===== src/rtl/chan_seq_if.sv =====
// Start/fault request and channel-enable status bundle between the startup-delay
// stage (master) and the channel sequencer (slave).
interface chan_seq_if #(
    parameter int CH_NUM = 4
);
    logic              i_start;
    logic              i_fault;
    logic [CH_NUM-1:0] o_ch_en;
    logic              o_busy;
    logic              o_done;
    logic              o_fault;

    modport master (
        output i_start, i_fault,
        input  o_ch_en, o_busy, o_done, o_fault
    );

    modport slave (
        input  i_start, i_fault,
        output o_ch_en, o_busy, o_done, o_fault
    );
endinterface


===== src/rtl/chan_seq.sv =====
// Power-on channel sequencer: enables CH_NUM channels one per STEP_CYCLES after start.
// Define CHAN_SEQ_FAULT_EN to build the fault synchronizer and the sticky FAULT state.
module chan_seq #(
    parameter int CH_NUM      = 4,
    parameter int STEP_CYCLES = 50000000
) (
    input  logic      i_clk_50M,
    input  logic      i_rst_n,
    chan_seq_if.slave bus
);

    localparam int                CNT_W    = $clog2(STEP_CYCLES);
    localparam int                IDX_W    = $clog2(CH_NUM + 1);
    localparam logic [CNT_W-1:0]  CNT_LAST = CNT_W'(STEP_CYCLES - 1);
    localparam logic [CNT_W-1:0]  CNT_ONE  = CNT_W'(1);
    localparam logic [IDX_W-1:0]  IDX_LAST = IDX_W'(CH_NUM - 1);
    localparam logic [IDX_W-1:0]  IDX_ONE  = IDX_W'(1);
    localparam logic [CH_NUM-1:0] CH_FIRST = CH_NUM'(1);

    typedef enum logic [1:0] {
        IDLE  = 2'd0,
        RUN   = 2'd1,
        DONE  = 2'd2,
        FAULT = 2'd3
    } state_t;

    state_t            r_state;
    state_t            w_state_nxt;
    logic [CNT_W-1:0]  r_cnt;
    logic [CNT_W-1:0]  w_cnt_nxt;
    logic [IDX_W-1:0]  r_idx;
    logic [IDX_W-1:0]  w_idx_nxt;
    logic [CH_NUM-1:0] r_ch_en;
    logic [CH_NUM-1:0] w_ch_en_nxt;
    logic              r_busy;
    logic              w_busy_nxt;
    logic              r_done;
    logic              w_done_nxt;
    logic              w_fault_req;

`ifdef CHAN_SEQ_FAULT_EN
    logic r_fault_meta;
    logic r_fault_sync;
    logic r_fault;

    // Two-flop synchronizer for the asynchronous fault request; r_fault is the sticky flag.
    always_ff @(posedge i_clk_50M or negedge i_rst_n) begin
        if (!i_rst_n) begin
            r_fault_meta <= 1'b0;
            r_fault_sync <= 1'b0;
            r_fault      <= 1'b0;
        end else begin
            r_fault_meta <= bus.i_fault;
            r_fault_sync <= r_fault_meta;
            if (r_fault_sync) begin
                r_fault <= 1'b1;
            end
        end
    end

    assign w_fault_req = r_fault_sync;
    assign bus.o_fault = r_fault;
`else
    logic w_unused_fault;

    assign w_unused_fault = bus.i_fault;
    assign w_fault_req    = 1'b0;
    assign bus.o_fault    = 1'b0;
`endif

    always_ff @(posedge i_clk_50M or negedge i_rst_n) begin
        if (!i_rst_n) begin
            r_state <= IDLE;
            r_cnt   <= '0;
            r_idx   <= '0;
            r_ch_en <= '0;
            r_busy  <= 1'b0;
            r_done  <= 1'b0;
        end else begin
            r_state <= w_state_nxt;
            r_cnt   <= w_cnt_nxt;
            r_idx   <= w_idx_nxt;
            r_ch_en <= w_ch_en_nxt;
            r_busy  <= w_busy_nxt;
            r_done  <= w_done_nxt;
        end
    end

    always_comb begin
        w_state_nxt = r_state;
        w_cnt_nxt   = r_cnt;
        w_idx_nxt   = r_idx;
        w_ch_en_nxt = r_ch_en;
        w_busy_nxt  = r_busy;
        w_done_nxt  = r_done;

        unique case (r_state)
            IDLE: begin
                if (bus.i_start) begin
                    w_ch_en_nxt = CH_FIRST;
                    w_cnt_nxt   = '0;
                    w_idx_nxt   = IDX_ONE;
                    if (CH_NUM == 1) begin
                        w_state_nxt = DONE;
                        w_done_nxt  = 1'b1;
                    end else begin
                        w_state_nxt = RUN;
                        w_busy_nxt  = 1'b1;
                    end
                end
            end
            RUN: begin
                // Terminal count: enable the next channel and restart the spacing interval.
                if (r_cnt == CNT_LAST) begin
                    w_ch_en_nxt = r_ch_en | (CH_FIRST << r_idx);
                    w_cnt_nxt   = '0;
                    w_idx_nxt   = r_idx + IDX_ONE;
                    if (r_idx == IDX_LAST) begin
                        w_state_nxt = DONE;
                        w_busy_nxt  = 1'b0;
                        w_done_nxt  = 1'b1;
                    end
                end else begin
                    w_cnt_nxt = r_cnt + CNT_ONE;
                end
            end
            DONE, FAULT: begin
                w_cnt_nxt = '0;
            end
            default: begin
                w_state_nxt = IDLE;
            end
        endcase

        // Fault outranks both the start request and a coincident step event.
        if (w_fault_req) begin
            w_state_nxt = FAULT;
            w_cnt_nxt   = '0;
            w_ch_en_nxt = '0;
            w_busy_nxt  = 1'b0;
            w_done_nxt  = 1'b0;
        end
    end

    assign bus.o_ch_en = r_ch_en;
    assign bus.o_busy  = r_busy;
    assign bus.o_done  = r_done;

endmodule


===== src/flat_wrapper.sv =====
// flat-port wrapper written by rule: the top's interface ports become plain ports
module chan_seq_flat 
#(
    parameter int CH_NUM      = 4,
    parameter int STEP_CYCLES = 50000000
)
  (i_clk_50M, i_rst_n, bus_i_start, bus_i_fault, bus_o_ch_en, bus_o_busy, bus_o_done, bus_o_fault);
  chan_seq_if #(.CH_NUM(CH_NUM)) bus_i ();
  input  logic i_clk_50M;
  input  logic i_rst_n;
  input wire logic [$bits(bus_i.i_start)-1:0] bus_i_start;
  input wire logic [$bits(bus_i.i_fault)-1:0] bus_i_fault;
  output wire logic [$bits(bus_i.o_ch_en)-1:0] bus_o_ch_en;
  output wire logic [$bits(bus_i.o_busy)-1:0] bus_o_busy;
  output wire logic [$bits(bus_i.o_done)-1:0] bus_o_done;
  output wire logic [$bits(bus_i.o_fault)-1:0] bus_o_fault;
  assign bus_i.i_start = bus_i_start;
  assign bus_i.i_fault = bus_i_fault;
  assign bus_o_ch_en = bus_i.o_ch_en;
  assign bus_o_busy = bus_i.o_busy;
  assign bus_o_done = bus_i.o_done;
  assign bus_o_fault = bus_i.o_fault;
  chan_seq #(.CH_NUM(CH_NUM), .STEP_CYCLES(STEP_CYCLES)) u_core (.i_clk_50M(i_clk_50M), .i_rst_n(i_rst_n), .bus(bus_i));
endmodule

===== config.mk =====
export PLATFORM = sky130hd
export DESIGN_NAME = chan_seq_flat
export DESIGN_NICKNAME = d
export VERILOG_FILES = /design/src/rtl/chan_seq_if.sv /design/src/rtl/chan_seq.sv /design/src/flat_wrapper.sv
export SDC_FILE = /design/constraint.sdc
export NUM_CORES = 1
export LEC_CHECK = 0
export CAP_MARGIN = 20
export CORE_ASPECT_RATIO = 1.1
export CORE_MARGIN = 3
export CORE_UTILIZATION = 30
export DETAILED_ROUTE_END_ITERATION = 7
export PLACE_DENSITY = 0.45
export REMOVE_ABC_BUFFERS = 1
export SLEW_MARGIN = 30
export SYNTH_ARGS = -nofsm -noshare
export SYNTH_HDL_FRONTEND = slang
export SYNTH_SLANG_ARGS = --single-unit

===== constraint.sdc =====
create_clock -name i_clk_50M -period 1.9 [get_ports i_clk_50M]
set_input_delay 0.475 -clock i_clk_50M [delete_from_list [all_inputs] [get_ports i_clk_50M]]
set_output_delay 0.475 -clock i_clk_50M [all_outputs]
set_load 0.05 [all_outputs]

After elaboration in Yosys (flattened, before gate mapping)
Cells that the tools add are included.

Output and inout bits: 7. Input bits: 4. Logic and storage cells: 41. Register bits after elaboration: 37.

Equal/unequal tests: 8. Bitwise operators: 1. Add/subtract/negate cells: 2. Multiplexer cells: 17. Shift operators: 1. Reductions and logical operators: 6.

Operator list (count): 26-bit case mux with 3 select lines (1); 26-bit two-way mux (2); 26-bit by 1-bit adder with 26-bit output (second input constant) (1); 26-bit equality test (second input constant) (1); 4-bit two-way mux (2); 4-bit case mux with 2 select lines (1); 2-bit two-way mux (3); 3-bit two-way mux (2); 3-bit case mux with 2 select lines (1); 3-bit AND reduction (2); 2-bit equality test (second input constant) (2); 2-bit by 1-bit != test with 1-bit output (second input constant) (2); 4-bit OR (1); 2-bit case mux with 2 select lines (1); 4-bit AND reduction (1); 1-bit by 3-bit left shift with 4-bit output (first input constant) (1); 3-bit by 1-bit adder with 3-bit output (second input constant) (1); 3-bit by 2-bit equality test with 1-bit output (second input constant) (1); 1-bit two-way mux (3); 2-bit by 1-bit equality test with 1-bit output (second input constant) (1); 2-bit zero test (1); 2-bit != test (second input constant) (1); 1-bit case mux with 2 select lines (1); 2-bit nonzero test (1); 2-bit OR reduction (1).

Longest topological paths before layout
Word-level depth: 4. Gate-level depth with buffers: 8. Mapped depth without buffers: 6.

Worst setup path before layout
Ideal clock, no wire load.

Path kind: flip-flop to flip-flop. Start: reg u_core.r_cnt[0]. End: reg u_core.r_cnt[17]. Data arrival time: 1909 ps. Data required time: 1767 ps. Path buffers: 2. Setup slack: -142 ps. Library setup time: 133 ps. Stages on the path, launching flop included: 9. Clock period less this slack: 2042 ps. Path through: dfrtp_1 ha_1 nand4_1 nor4_1 a21oi_1 buf_2 buf_2 a32oi_1 nand2_1.

Word-level cells in the longest chain between the ends: 3. Elaborated cells on any way between the ends: 4. Those cells by class: add/sub (1); eq/ne (1); mux (2).

Ends and longest elaborated chain: start: declaration (RTL line chan_seq.sv:29) `logic [CNT_W-1:0] r_cnt;`; start signal: assignment (RTL line chan_seq.sv:81) `r_cnt <= w_cnt_nxt;`; 26-bit by 1-bit adder with 26-bit output or 26-bit equality test (tied branches) (RTL line chan_seq.sv:124, chan_seq.sv:114); 26-bit two-way mux * (RTL line chan_seq.sv:114) `if (r_cnt == CNT_LAST) begin`; 26-bit case mux with 3 select lines * (RTL line chan_seq.sv:97) `unique case (r_state)`.

Mark *: on every way between the ends. The rest lies on a longest branch, timed or not. A chain may end at the register's enable or synchronous reset.

Final worst setup path
Start: reg u_core.r_cnt[1]. End: reg u_core.r_cnt[25].

Same word-level chain as after synthesis.

==> flow_summary.toml <==
[synth]
yosysTopAreaCell = "dfrtp_1"
synthFlopType = "dfrtp_1"
yosysSeqAreaShare_pct = 44.5
syn_area_um2 = 2020
synth_seq_cells = 36
synth_warnings = 0
syn_avg_cell_area_um2 = 8.61
synth_edf_count = 0
async_flop_share_pct = 100
synth_top_area_share_pct = 44.5
synthTopCellsByArea = "dfrtp_1 (45%), a31oi_1 (6.8%), nand2_1 (6.1%)"
synthCells = 235
synth_cell_types = 42

[routing]
drtIter0Drc = 62
num_vias = 1970
routed_wl_mm = 5.59
wl_per_cell_um = 14.8
final_antenna_net_count = 0
drc = 0
firstDrtPassIters = 5
avgViaCountPerCell = 5.21

[timing]
worstMarginPinSlew_ns = 0.510
finalCritPeriodShare_pct = 100
finalSetupViolations = 1
tns_ns = -0.000288
drv_slew = 0
rsz0062_at_grt = "true"
fmax_mhz = 526
clock_skew_ns = 0.00468
fin_crit_ns = 1.90
max_slew_margin_pct = 66.0
fin_ws_ns = -0.000288
hold_viol_final = 0

[cells_and_area]
synthToLayoutAreaGrowth_pct = 38.1
fin_area_um2 = 2790
drive_above_1_share_pct = 32.6
fillers = 617
final_cell_mix = "buf_4 (59), dfrtp_1 (36), nand2_1 (32)"
fin_nets = 308
mostFrequentLayoutCell = "buf_4"
antenna_cells = 0

[pwr]
p_per_area_nw_per_um2 = 814
vdd_drop_max_uv = 476
static-leakage-power_uw = 0.00131
p_total_uw = 2270

[run_status]
status = "finished, violations left"
violations = "setup timing"

[floorplan]
ios = 11
start_util_pct = 31.9
dieArea_um2 = 7770
core_area_um2 = 6340
rows = 30
die_w_um = 84.3
die_h_um = 92.1

[global_route]
grt_util_all_layers_pct = 15.0
grt_antenna_before_repair = 0
grt_pass1_wl_mm = 9.38
overflow = 0
grt_pass1_vias = 1871
grt_max_degree = 24

[place]
numPortBuffers = 8
place_congestion = 0.768
post-place-ws_ns = -0.219
dp_hpwl_mm = 3.94
place_area_um2 = 2540

[cts]
clock_sinks = 36
numCtsBuffers = 5
insertion_delay_ns = 0.29
cts_buffer_depth = 2
ctsHoldBuffers = 0
path_clk_slew_ns = 0.07
htree_levels = 2
root_buffer = "clkbuf_8"
cts_tree = "built"

[setup_path]
crit_buf_inv = 0
path_cells = "nand3_2, or4_4, or4_4, or3_1, nand3_1"
cp_data_arrival_time_ns = 2.13
max_stage_delay_ns = 0.50
critPathMaxFanout = 4
crit_slowest_cell = "or4_4"
crit_top_cell = "or4_4"
endpoint_kind = "flop"
required_ns = 2.13
r2r_slack_ns = -0.0003
path_delay_family = "simple AND/OR/NAND/NOR gates"
crit_type = "flop to flop"
start_kind = "flop"

[hold_path]
hold_class = "primary input to asynchronous set/reset pin"

[run]
maxCapViolCount = 0
[layer usage]
layer / vias up / routed length [µm] / track usage [%]
met2: 22 / 2650 / 24.1
met5: - / 0 / 0
met4: 0 / 64 / 4.42
met3: 7 / 145 / 2.79
li1: 995 / - / -
met1: 946 / 2720 / 20.5
[synthesized netlist by cell type, drive strengths merged (2+ instances only)]
| library cell | count |
|---|---|
| dfrtp | 36 |
| ha | 6 |
| and4 | 3 |
| and2 | 4 |
| a21oi | 15 |
| clkbuf | 6 |
| nand3 | 9 |
| nand2 | 34 |
| buf | 6 |
| nor3 | 5 |
| or4 | 2 |
| or3 | 6 |
| nor2 | 11 |
| a31oi | 22 |
| nand4 | 6 |
| o21ai | 19 |
| or2 | 3 |
| nand2b | 4 |
| a21o | 2 |
| inv | 11 |
| and3 | 4 |
| a41oi | 5 |
| nor4 | 3 |
[sequential cells by signal (all words and copies together), names as in the netlist]
signal,cells
u_core.r_idx,3
u_core.bus.o_done,1
u_core.r_state,2
u_core.r_cnt,26
u_core.bus.o_ch_en,4
[final timing paths]
path	startpoint	to	cells past startpoint
worst max-delay path	u_core.r_cnt[1]$_DFFE_PN0P_	u_core.r_cnt[25]$_DFFE_PN0P_	5
worst min-delay path	i_rst_n	u_core.bus.o_ch_en[2]$_DFFE_PN0P_	1
worst max register to register	u_core.r_cnt[1]$_DFFE_PN0P_	u_core.r_cnt[25]$_DFFE_PN0P_	5
worst min register to register	u_core.bus.o_ch_en[1]$_DFFE_PN0P_	u_core.bus.o_ch_en[1]$_DFFE_PN0P_	2
max in group asynchronous	i_rst_n	u_core.r_cnt[12]$_DFFE_PN0P_	2
min in group i_clk_50M	u_core.bus.o_ch_en[1]$_DFFE_PN0P_	u_core.bus.o_ch_en[1]$_DFFE_PN0P_	2
[logic make-up (layout without fill, tap and decap cells)]
group,count (synthesis),after routing,synth area share (%)
fa+ha+maj,6,6,3.71
compound gates,74,75,22.6
buf+inv,23,85,4.76
other cells,1,1,0.185
flops,36,36,44.5
simple gates,95,95,24.2
[stage by stage]
step,hold slack (ns),cells,util [%]
floorplan,0.179,223,-
global placement,0.463,362,40.0
detailed placement,0.470,362,40.0
CTS,0.175,371,41.9
global route,0.191,378,44.0
finish,0.148,378,44.0
[layout make-up]
type | count | area, µm² | area share, %
well taps | 80 | 100 | 3.58
clock buffers | 6 | 72.6 | 2.60
flip-flops and latches | 36 | 901 | 32.2
inverters | 11 | 41.3 | 1.48
multi-input cells | 177 | 1120 | 40.0
clock inverters | 1 | 5.00 | 0.179
repair buffers | 67 | 557 | 19.9
[where the power goes]
part	switching (µW)	total [µW]	internal, µW
logic	359	734	375
registers	112	1010	899
clock network	279	529	250
total	750	2270	1520
[timing repair]
action,4_1_cts,5_1_grt
pin swaps,3,5
setup buffers,2,5
gates cloned,0,2
endpoints found under the setup margin,24,27
gates resized for setup,4,24
(Power assumes the default switching activity.)
==> RTL edit, RTL diff (same flow settings) <==
Encoding of `state_t`: now one-hot (4 bits for 4 states).
--- a/src/rtl/chan_seq.sv
+++ b/src/rtl/chan_seq.sv
@@ -17,11 +17,11 @@
     localparam logic [IDX_W-1:0]  IDX_ONE  = IDX_W'(1);
     localparam logic [CH_NUM-1:0] CH_FIRST = CH_NUM'(1);
 
-    typedef enum logic [1:0] {
-        IDLE  = 2'd0,
-        RUN   = 2'd1,
-        DONE  = 2'd2,
-        FAULT = 2'd3
+    typedef enum logic [3:0] {
+        IDLE  = 4'b0001,
+        RUN   = 4'b0010,
+        DONE  = 4'b0100,
+        FAULT = 4'b1000
     } state_t;
 
     state_t            r_state;
Function: no difference found for any inputs over 10 cycles, from zero or initial values and one cycle with i_rst_n low; not proved beyond that.
==> RTL edit against the original RTL <==
- first-iteration DRC count grew 40%
- sequential cell count increased by 2
- routed wire length decreased by 19%
- worst setup slack improved by 0.12 ns
- area after synthesis up 2.4%
- non-clock buffer count down 35
- design area fell by 11%
- critical endpoint is now u_core.r_cnt[12]
Power is not compared: it rests on default switching activity, and its combinational part moved more than twofold at a synthesized area within 25%.
==> RTL edit: results <==
[status]
status = finished, final reports clean

[grt]
antenna_found_initial = 0
grt_start_max_net_pins = 24
first_global_vias = 1524
grt_first_pass_wirelength_um = 7710
track_usage = 0.123

[detailed_routing]
vias_per_cell = 5.02
highest-signal-layer = met4
drt-pass1-iter-count = 4
totalWireLength_um = 4530
wl_met2_um = 2120
route.detailed.wl_per_inst_um = 14.1
routedLengthMet1_um = 2240
drt_first_iter_violations = 87
detailroute.wirelength.met3_um = 97

[clocking]
numCtsBuffers = 5
clockRootBuffer = clkbuf_8
clock_insertion_delay_worst_skew_ns = 0.29
cts_max_path_buffers = 2
post_cts.resized_instances = 0
cts_post_setup_buffers_inserted = 0
clock_tree.htree_level_count = 2
path_clk_slew_ns = 0.08

[critical_path]
cp_top_delay_family = simple AND/OR/NAND/NOR gates
critPathMaxStageDelay_ns = 0.42
critPathArrivalTime_ns = 1.99
cp_max_fo = 23
critPathSlowestCell = dfrtp_1

[finish]
num-fill-cells = 671
finish.utilization = 0.374
drive_gt1_frac = 0.196
largest_register = u_core.r_cnt
antenna-diode-count = 0
max_reg_flops = 26
finalNetCount = 249

[place]
post-place-cells = 314
dpl.hpwl_um = 3120
detailed_place.area_um2 = 2390
port-buffer-count = 8
place_congestion = 0.711

[synthesis]
yosys-top-cells-count = dfrtp_1, nand2_1, a21oi_1, nor2_1, o21ai_0
synth.area.top_cells = dfrtp_1, a21oi_1, ha_1, nand2_1, o21ai_0
count_of_unique_library_cells_instantiated_by_yosys = 44
yosysWarningCount = 0
postSynth.asyncResetShare = 1.00
ys_seq_area_frac = 0.460
dominantRegCellSynth = dfrtp_1
post_synth.cell_area_avg_um2 = 9.87

[power_and_ir_drop]
power.ir.vdd_worst_mv = 0.242
leakage_nw = 1.10

[sta]
tightestPinTransition_ns = 0.502
timing_hold_violations_final = 0
fin_worst_skew_ns = 0.00930

[min_path]
hold_class = primary input to async pin
## RTL edit: power by group
part,total (mW),internal [mW],switching (mW),leakage (nW)
sequential,0.808,0.808,0,0.408
clock,0.557,0.261,0.296,0.0395
combinational,0.0283,0.00661,0.0217,0.657
total,1.39,1.08,0.317,1.10
## RTL edit: stage by stage
stage | hold WS [ns] | worst slack (ns)
after floorplan | 0.179 | -0.0388
after global placement | 0.454 | -0.0340
after detailed placement | 0.462 | -0.0300
after CTS | 0.150 | 0.0575
after global routing | 0.163 | 0.00645
final | 0.135 | 0.115
## RTL edit: final timing paths
check | start | to | slack, ns | cells after the start
worst max-delay path | u_core.r_cnt[13] | u_core.r_cnt[12] | 0.11 | 6
worst min-delay path | i_rst_n | u_core.r_idx[0] | 0.14 | 1
worst max register to register | u_core.r_cnt[13] | u_core.r_cnt[12] | 0.11 | 6
worst min register to register | u_core.bus.o_done | u_core.bus.o_done | 0.48 | 1
max in group asynchronous | i_rst_n | u_core.r_state[0] | 1.21 | 2
min in group i_clk_50M | u_core.bus.o_done | u_core.bus.o_done | 0.48 | 1
## RTL edit: area by class of cell
class / count / share of cell area
multi-input combinational: 152 / 0.410
clock buffer: 8 / 0.0323
timing repair buffer: 32 / 0.117
tap: 82 / 0.0414
inverter: 10 / 0.0151
sequential: 38 / 0.384
## RTL edit: cells by family after synthesis
| logic type | Yosys count | synth area share |
|---|---|---|
| and+or+nand+nor | 87 | 0.271 |
| AOI/OAI and AO/OA | 50 | 0.144 |
| DFF | 38 | 0.460 |
| buffers and inverters | 20 | 0.0531 |
| xor gates and xnor gates | 7 | 0.0296 |
| adders and majority gates | 6 | 0.0362 |
| other | 1 | 0.00181 |
| muxes | 1 | 0.00483 |
## RTL edit: worst register-to-register path, delay by kind of cell, from the launching register on
family                 cells  cell delay, ns
AOI/OAI and AO/OA          2            0.35
DFF                        1            0.42
and+or+nand+nor            3            0.75
buffers and inverters      1            0.18
## RTL edit: layer usage
layer	GRT usage	vias up
li1	-	818
met1	0.162	776
met2	0.194	16
met3	0.0326	5
met4	0.0435	0
met5	0	-
